--- src/rtl/md5_round4_iter.sv ---
// rtl/md5_round4_iter.sv - iterative MD5 round-4 stage with chaining-value update
//
// Takes the working state (a,b,c,d) left by round 3, runs the sixteen round-4
// steps one per clock, then adds the result to the block's chaining values.
//
// Ports:
//   clk, rst              clock, synchronous active-high reset
//   in_valid / in_ready   job handshake from the round-3 stage
//   a_in..d_in            working state entering round 4
//   h0_in..h3_in          chaining values of the current 512-bit block
//   msg_in                message block, X[0] at bits 31:0 .. X[15] at 511:480
//   out_valid / out_ready result handshake to downstream
//   h0_out..h3_out        updated chaining values
module md5_round4_iter (
    input  logic         clk,
    input  logic         rst,
    input  logic         in_valid,
    output logic         in_ready,
    input  logic [31:0]  a_in,
    input  logic [31:0]  b_in,
    input  logic [31:0]  c_in,
    input  logic [31:0]  d_in,
    input  logic [31:0]  h0_in,
    input  logic [31:0]  h1_in,
    input  logic [31:0]  h2_in,
    input  logic [31:0]  h3_in,
    input  logic [511:0] msg_in,
    output logic         out_valid,
    input  logic         out_ready,
    output logic [31:0]  h0_out,
    output logic [31:0]  h1_out,
    output logic [31:0]  h2_out,
    output logic [31:0]  h3_out
);

    localparam logic [1:0] S_IDLE = 2'd0;
    localparam logic [1:0] S_RUN  = 2'd1;
    localparam logic [1:0] S_DONE = 2'd2;

    logic [1:0]   state_q, state_d;
    logic [3:0]   j_q, j_d;
    logic [31:0]  a_q, a_d, b_q, b_d, c_q, c_d, d_q, d_d;
    logic [31:0]  ch0_q, ch0_d, ch1_q, ch1_d, ch2_q, ch2_d, ch3_q, ch3_d;
    logic [511:0] msg_q, msg_d;
    logic [31:0]  ho0_q, ho0_d, ho1_q, ho1_d, ho2_q, ho2_d, ho3_q, ho3_d;

    // One round-4 step on the latched state.
    logic [6:0]  k_full;
    logic [3:0]  k_idx;
    logic [31:0] x_word;
    logic [31:0] t_const;
    logic [4:0]  s_amt;
    logic [31:0] i_fun;
    logic [31:0] step_sum;
    logic [63:0] rot_dbl;
    logic [31:0] b_new;

    always_comb begin
        // k = 7*j mod 16: the low nibble of the product.
        k_full   = {3'b000, j_q} * 7'd7;
        k_idx    = k_full[3:0];
        x_word   = msg_q[{k_idx, 5'b00000} +: 32];

        case (j_q)
            4'd0:    t_const = 32'hf4292244;
            4'd1:    t_const = 32'h432aff97;
            4'd2:    t_const = 32'hab9423a7;
            4'd3:    t_const = 32'hfc93a039;
            4'd4:    t_const = 32'h655b59c3;
            4'd5:    t_const = 32'h8f0ccc92;
            4'd6:    t_const = 32'hffeff47d;
            4'd7:    t_const = 32'h85845dd1;
            4'd8:    t_const = 32'h6fa87e4f;
            4'd9:    t_const = 32'hfe2ce6e0;
            4'd10:   t_const = 32'ha3014314;
            4'd11:   t_const = 32'h4e0811a1;
            4'd12:   t_const = 32'hf7537e82;
            4'd13:   t_const = 32'hbd3af235;
            4'd14:   t_const = 32'h2ad7d2bb;
            default: t_const = 32'heb86d391;
        endcase

        case (j_q[1:0])
            2'd0:    s_amt = 5'd6;
            2'd1:    s_amt = 5'd10;
            2'd2:    s_amt = 5'd15;
            default: s_amt = 5'd21;
        endcase

        i_fun    = c_q ^ (b_q | ~d_q);
        step_sum = a_q + i_fun + x_word + t_const;
        // Rotate-left: the upper half of the doubled word shifted left.
        rot_dbl  = {step_sum, step_sum} << s_amt;
        b_new    = b_q + rot_dbl[63:32];
    end

    always_comb begin
        state_d = state_q;
        j_d     = j_q;
        a_d     = a_q;
        b_d     = b_q;
        c_d     = c_q;
        d_d     = d_q;
        ch0_d   = ch0_q;
        ch1_d   = ch1_q;
        ch2_d   = ch2_q;
        ch3_d   = ch3_q;
        msg_d   = msg_q;
        ho0_d   = ho0_q;
        ho1_d   = ho1_q;
        ho2_d   = ho2_q;
        ho3_d   = ho3_q;

        case (state_q)
            S_IDLE: begin
                if (in_valid) begin
                    a_d     = a_in;
                    b_d     = b_in;
                    c_d     = c_in;
                    d_d     = d_in;
                    ch0_d   = h0_in;
                    ch1_d   = h1_in;
                    ch2_d   = h2_in;
                    ch3_d   = h3_in;
                    msg_d   = msg_in;
                    j_d     = 4'd0;
                    state_d = S_RUN;
                end
            end
            S_RUN: begin
                a_d = d_q;
                b_d = b_new;
                c_d = b_q;
                d_d = c_q;
                j_d = j_q + 4'd1;
                if (j_q == 4'd15) begin
                    // Feed-forward uses the post-step state (A'=D, B'=b_new, C'=B, D'=C).
                    ho0_d   = ch0_q + d_q;
                    ho1_d   = ch1_q + b_new;
                    ho2_d   = ch2_q + b_q;
                    ho3_d   = ch3_q + c_q;
                    state_d = S_DONE;
                end
            end
            S_DONE: begin
                if (out_ready) begin
                    state_d = S_IDLE;
                end
            end
            default: state_d = S_IDLE;
        endcase
    end

    // Control and visible outputs are reset; the working datapath is not,
    // since it is always reloaded on accept.
    always_ff @(posedge clk) begin
        if (rst) begin
            state_q <= S_IDLE;
            j_q     <= 4'd0;
            ho0_q   <= 32'd0;
            ho1_q   <= 32'd0;
            ho2_q   <= 32'd0;
            ho3_q   <= 32'd0;
        end else begin
            state_q <= state_d;
            j_q     <= j_d;
            ho0_q   <= ho0_d;
            ho1_q   <= ho1_d;
            ho2_q   <= ho2_d;
            ho3_q   <= ho3_d;
        end
    end

    always_ff @(posedge clk) begin
        a_q   <= a_d;
        b_q   <= b_d;
        c_q   <= c_d;
        d_q   <= d_d;
        ch0_q <= ch0_d;
        ch1_q <= ch1_d;
        ch2_q <= ch2_d;
        ch3_q <= ch3_d;
        msg_q <= msg_d;
    end

    assign in_ready  = (state_q == S_IDLE);
    assign out_valid = (state_q == S_DONE);
    assign h0_out    = ho0_q;
    assign h1_out    = ho1_q;
    assign h2_out    = ho2_q;
    assign h3_out    = ho3_q;

endmodule
--- config.mk ---
export PLATFORM = sky130hd
export DESIGN_NAME = md5_round4_iter
export DESIGN_NICKNAME = d
export VERILOG_FILES = /design/src/rtl/md5_round4_iter.sv
export SDC_FILE = /design/constraint.sdc
export NUM_CORES = 2
export LEC_CHECK = 0
export ABC_CLOCK_PERIOD_IN_PS = 29200
export BUFFER_PORTS_ARGS = -buffer_cell sky130_fd_sc_hd__buf_4
export CORE_AREA = 2 2 350 352
export DETAILED_ROUTE_END_ITERATION = 8
export DIE_AREA = 0 0 352 354
export PLACE_DENSITY = 0.7
export SLEW_MARGIN = 20
export SYNTH_ARGS = -nofsm -noshare
export SYNTH_HDL_FRONTEND = slang
export SYNTH_SLANG_ARGS = --single-unit
--- constraint.sdc ---
create_clock -name clk -period 29.2 [get_ports clk]
set_clock_uncertainty 0.05 [all_clocks]
set_input_delay 1.46 -clock clk [delete_from_list [all_inputs] [get_ports clk]]
set_output_delay 1.46 -clock clk [all_outputs]
set_load 0.01 [all_outputs]
Word level (Yosys, flattened, before mapping)

Memory sizes are Yosys's and may differ from the RTL's. A register that Yosys moved wholly into a read port is not among the register bits.
Cells that the tools add are included.
Widths: inputs -> output; s select.

Register bits after elaboration: 902
ROM bits: 512
Bits of input ports: 772
Output and inout port bits: 130
Word-level logic and storage cells: 63
Memories kept: 1

Memories:

| name            | depth | width | rd ports | clocked after Yosys merged registers in | wr ports | line | RTL |
|---|---|---|---|---|---|---|---|
| (no name shown) | 16    | 32    | 1        | 1                                       | 0        | 64   | `case (j_q)` |

Add/sub/neg operators: 9
Multipliers: 1
Eq/ne operators: 8
Shifts and indexed selects: 2
Multiplexer cells: 17
Bitwise gates (word level): 3
Reduce and logical (&&, ||, !) cells: 7

Operators with widths:

| operator            | number |
|---|---|
| $shiftx 512x10->32  | 1 |
| $add 32x32->32      | 8 |
| $pmux 32 s2         | 4 |
| $mux 32             | 4 |
| $shl 64x5->64       | 1 |
| $not 32->32         | 1 |
| $or 32x32->32       | 1 |
| $xor 32x32->32      | 1 |
| $pmux 5 s3          | 1 |
| $mux 4              | 3 |
| $pmux 4 s2          | 1 |
| $mux 2              | 3 |
| $pmux 2 s3          | 1 |
| $reduce_and 2->1    | 3 |
| $add 4x1->4 const B | 1 |
| $eq 2x1->1 const B  | 2 |
| $eq 2x2->1 const B  | 2 |
| $eq 4x4->1 const B  | 1 |
| $logic_not 2->1     | 2 |
| $mul 4x3->4 const B | 1 |
| $ne 2x2->1 const B  | 2 |
| $reduce_and 3->1    | 1 |
| $ne 2x1->1 const B  | 1 |
| $reduce_bool 2->1   | 1 |

Logic depth before layout (Yosys ltp)

Word-level depth: 9
Depth in mapped cells: 56
Depth with buffers taken out: 52

Worst setup path after synthesis

No wires, ideal clock.

Path kind: input -> register
From: input port in_valid
To: register t_const[24] (netlist name)
Setup time: 0.133 ns
Arrival: 21.366 ns
Data required time: 29.017 ns
Slack: 7.651 ns
Stages on the path: 10
Buffers on the path: 1
Path through: and2_1 o22ai_1 nand2_1 inv_1 ha_1 buf_2 nor3_1 a21oi_1 nor2_1 a21oi_1

Word-level cells in the longest chain between the ends: 4

RTL lines:

| item                                  | line | RTL |
|---|---|---|
| start, declared                       | 17   | `input logic in_valid,` |
| $ne 2x2->1 (no source line)           | --   |  |
| $reduce_and 2->1 (no source line)     | --   |  |
| $mux 4 (no source line) (2 in series) | --   |  |

No other way between the ends.
A chain may end at the register's enable or synchronous reset.

Worst setup path in the final report

From: register j_q[0]
To: register ho1_q[28], in the netlist h1_out[28]

Word-level cells in the longest chain between the ends: 7
Elaborated cells on any way between the ends: 13
Classes of those cells: add/sub: 4; mul: 1; eq/ne: 3; shift: 2; mux: 1; reduce/logical: 2

RTL lines:

| item                         | line | RTL |
|---|---|---|
| start, declared              | 41   | `logic [3:0] j_q, j_d;` |
| start signal, assigned       | 166  | `j_q <= j_d;` |
| $mul 4x3->4                  | 60   | `k_full = {3'b000, j_q} * 7'd7;` |
| $shiftx 512x10->32           | 62   | `x_word = msg_q[{k_idx, 5'b00000} +: 32];` |
| $add 32x32->32 (2 in series) | 91   | `step_sum = a_q + i_fun + x_word + t_const;` |
| $shl 64x5->64                | 93   | `rot_dbl = {step_sum, step_sum} << s_amt;` |
| $add 32x32->32               | 94   | `b_new = b_q + rot_dbl[63:32];` |
| $add 32x32->32               | 139  | `ho1_d = ch1_q + b_new;` |
| end signal, assigned         | 168  | `ho1_q <= ho1_d;` |
| end, declared                | 45   | `logic [31:0] ho0_q, ho0_d, ho1_q, ho1_d, ho2_q, ho2_d, ho3_q, ho3_d;` |

Parallel ways exist; a longest one is shown, timed or not.

==> flow_summary.toml <==
[outcome]
status = "complete, no violations"

[critical_path]
crit_top_cell = "fa_1"
cp_slowest_cell = "dfxtp_4"
critical-path-top-delay-family = "compound AO/OA/AOI/OAI gates"
cp.required_ns = 29.69
startpoint_type = "register"
crit_type = "register to register"
cp_data_arrival_time_ns = 14.04
cp_num_buf_inv = 5
cp_max_fo = 36
cp-end-kind = "register"
cpPeakStageDelay_ns = 0.77

[route]
route.detailed.drc = 0
vias = 33170
firstDrtPassIters = 6
ant_nets = 0
first_iter_violations = 2678
wl_per_cell_um = 25.99
drt-vias-per-instance = 5.392
wl_mm = 159.9

[synthesis]
synthArstFlopShare = 0
seq_area_frac_synth = 0.5607
synth_warnings = 0
synth.avg_cell_area_um2 = 13.35
synthesis.area_um2 = 47060
synthTopCellsByArea = "edfxtp_1 (49%), mux4_2 (7.9%), dfxtp_1 (7.1%), ha_1 (5.5%), mux2_2 (3.3%)"
ys.flop_type = "edfxtp_1"
ys_types = 84
synth_top_cell_area_share = 0.4901
synthCells = 3524
yosysTopAreaCell = "edfxtp_1"
synth_edf_count = 768
synth_fp_nets = 4570
ys_ff_latch = 934

[clocking]
cts.clk_slew.worst_paths_ns = 0.06
cts_setup_buffers = 0
cts.sink_count = 934
cts-root-buf = "clkbuf_16"
ctsResizeCount = 0
numCtsBuffers = 103
cts_max_level = 3
cts_tree = "built"
hold_buffers = 0
cts.path.max_buffers = 3
clk_latency_ns = 0.75

[cells_and_area]
layout_common_cells = "buf_4 (938), edfxtp_1 (768), nand2_1 (303)"
drive_above_1_share = 0.3221
fin_nets = 5469
fin_cells = 6153
layout_commonest_cell = "buf_4"
synthToLayoutAreaGrowth_pct = 26.05

[timing]
tightest_slew_ns = 1.195
period_share = 0.4641
fin_tns_setup_ns = 0
rsz0062_at_grt = "no"
fmax_ghz = 0.07378
finalCriticalPeriod_ns = 13.55
final_max_slew_viol_count = 0
hold_violations = 0
setup_viol = 0
relSlewSlack = 0.2035

[global_routing]
grt_pass1_vias = 33780
grt-ovfl-total = 0
grt_usage = 0.2510
grt_pass1_wl_mm = 228.6
grt_start_max_net_pins = 201
grt_antenna_before_repair = 32

[placement]
post-place-cells = 5943
gp_congestion = 0.9379
io_buffers = 901
place_hpwl_mm = 124.7

[min_path]
holdCritPathClass = "register to register"

[run]
max_cap_violations = 0

[die]
die_h_um = 354
ios = 902
core_um2 = 120900
die_area_um2 = 124600
num_rows = 128
start_util = 0.3892
die_w_um = 352
## cell families (layout without fill, tap and decap cells)
| logic type | after synthesis | after routing | synth area share |
|---|---|---|---|
| XOR/XNOR | 192 | 192 | 0.03589 |
| AO/OA/AOI/OAI | 795 | 795 | 0.1067 |
| multiplexers | 347 | 347 | 0.1214 |
| flip-flops | 934 | 934 | 0.5607 |
| buffers and inverters | 235 | 1225 | 0.01888 |
| other | 0 | 14 | 0 |
| adder cells (fa/ha/maj) | 274 | 274 | 0.08370 |
| AND/OR/NAND/NOR | 747 | 747 | 0.07274 |
## final timing paths
kind | from | to | slack (ns) | depth (start not counted)
setup reg to reg | j_q[0]$_SDFFE_PP0P_ | h1_out[28]$_SDFFE_PP0P_ | 15.65 | 50
hold reg to reg | h1_out[14]$_SDFFE_PP0P_ | h1_out[14]$_SDFFE_PP0P_ | 0.40 | 2
setup / recovery | j_q[0]$_SDFFE_PP0P_ | h1_out[28]$_SDFFE_PP0P_ | 15.65 | 50
hold / removal | h1_out[14]$_SDFFE_PP0P_ | h1_out[14]$_SDFFE_PP0P_ | 0.40 | 2
## worst register-to-register path: cells and delay by family (launching register included)
kind / cells / cell delay (ns)
multiplexers: 1 / 0.65
buffers and inverters: 5 / 1.09
flip-flops: 1 / 0.77
XOR/XNOR: 5 / 1.21
AO/OA/AOI/OAI: 20 / 4.79
adder cells (fa/ha/maj): 9 / 2.99
AND/OR/NAND/NOR: 10 / 1.82
## stage by stage
step	hold WS, ns	utilization	setup WS (ns)	area [µm²]
after floorplan	0.4101	-	7.651	47060
after global placement	0.3924	0.4603	15.80	55660
after detailed placement	0.3959	0.4603	15.61	55660
after CTS	0.4026	0.4902	15.53	59280
after global routing	0.4144	0.4906	14.58	59320
final	0.4010	0.4906	15.65	59320
## Yosys cell counts, types with 10 or more instances
| cell type | instances |
|---|---|
| edfxtp_1 | 768 |
| nand2_1 | 303 |
| a21oi_1 | 290 |
| ha_1 | 206 |
| nor2_1 | 173 |
| dfxtp_1 | 166 |
| mux4_2 | 165 |
| mux2_2 | 139 |
| o21ai_0 | 138 |
| xnor2_1 | 131 |
| clkbuf_1 | 124 |
| inv_1 | 87 |
| a21o_1 | 75 |
| fa_1 | 68 |
| xor2_1 | 60 |
| nand3_1 | 51 |
| nor3_1 | 46 |
| mux2i_1 | 43 |
| nor2b_1 | 43 |
| a211oi_1 | 39 |
| nand2b_1 | 36 |
| a31oi_1 | 30 |
| o21bai_1 | 30 |
| o21a_1 | 28 |
| buf_1 | 20 |
| o211ai_1 | 18 |
| o31ai_1 | 18 |
| and2_1 | 16 |
| and3_1 | 16 |
| or2_2 | 13 |
| or3_1 | 13 |
| o21ai_1 | 12 |
| a2111oi_0 | 10 |
| a211o_1 | 10 |
| a221o_1 | 10 |
## flip-flops by register name (all words and copies together) (netlist names)
name	cells
t_const	32
h2_out	32
h0_out	32
ch1_q	32
j_q	4
d_q	32
h3_out	32
h1_out	32
ch3_q	32
msg_q	512
a_q	32
state_q	2
ch0_q	32
ch2_q	32
b_q	32
c_q	32
## routing by layer
| layer | GRT usage | part of all wire | vias up | wire length [µm] |
|---|---|---|---|---|
| li1 | - | - | 15280 | - |
| met1 | 0.3026 | 0.39 | 16330 | 61880 |
| met2 | 0.4493 | 0.52 | 1301 | 83020 |
| met3 | 0.05026 | 0.063 | 254 | 10130 |
| met4 | 0.07966 | 0.030 | 14 | 4776 |
| met5 | 0 | 0.00056 | - | 89 |
## area by class of cell
type | instances | area, µm²
fillers | 10560 | 61600
flip-flops and latches | 934 | 26390
clock inverters | 66 | 778.2
multi-input cells | 2355 | 19830
repair buffers | 941 | 7084
well taps | 1625 | 2033
diodes | 14 | 35.03
inverters | 88 | 332.8
clock buffers | 130 | 2834
Power is left out: the tool's default activity adds up to more than one toggle a clock period on the data nets, which glitch-free logic cannot reach.
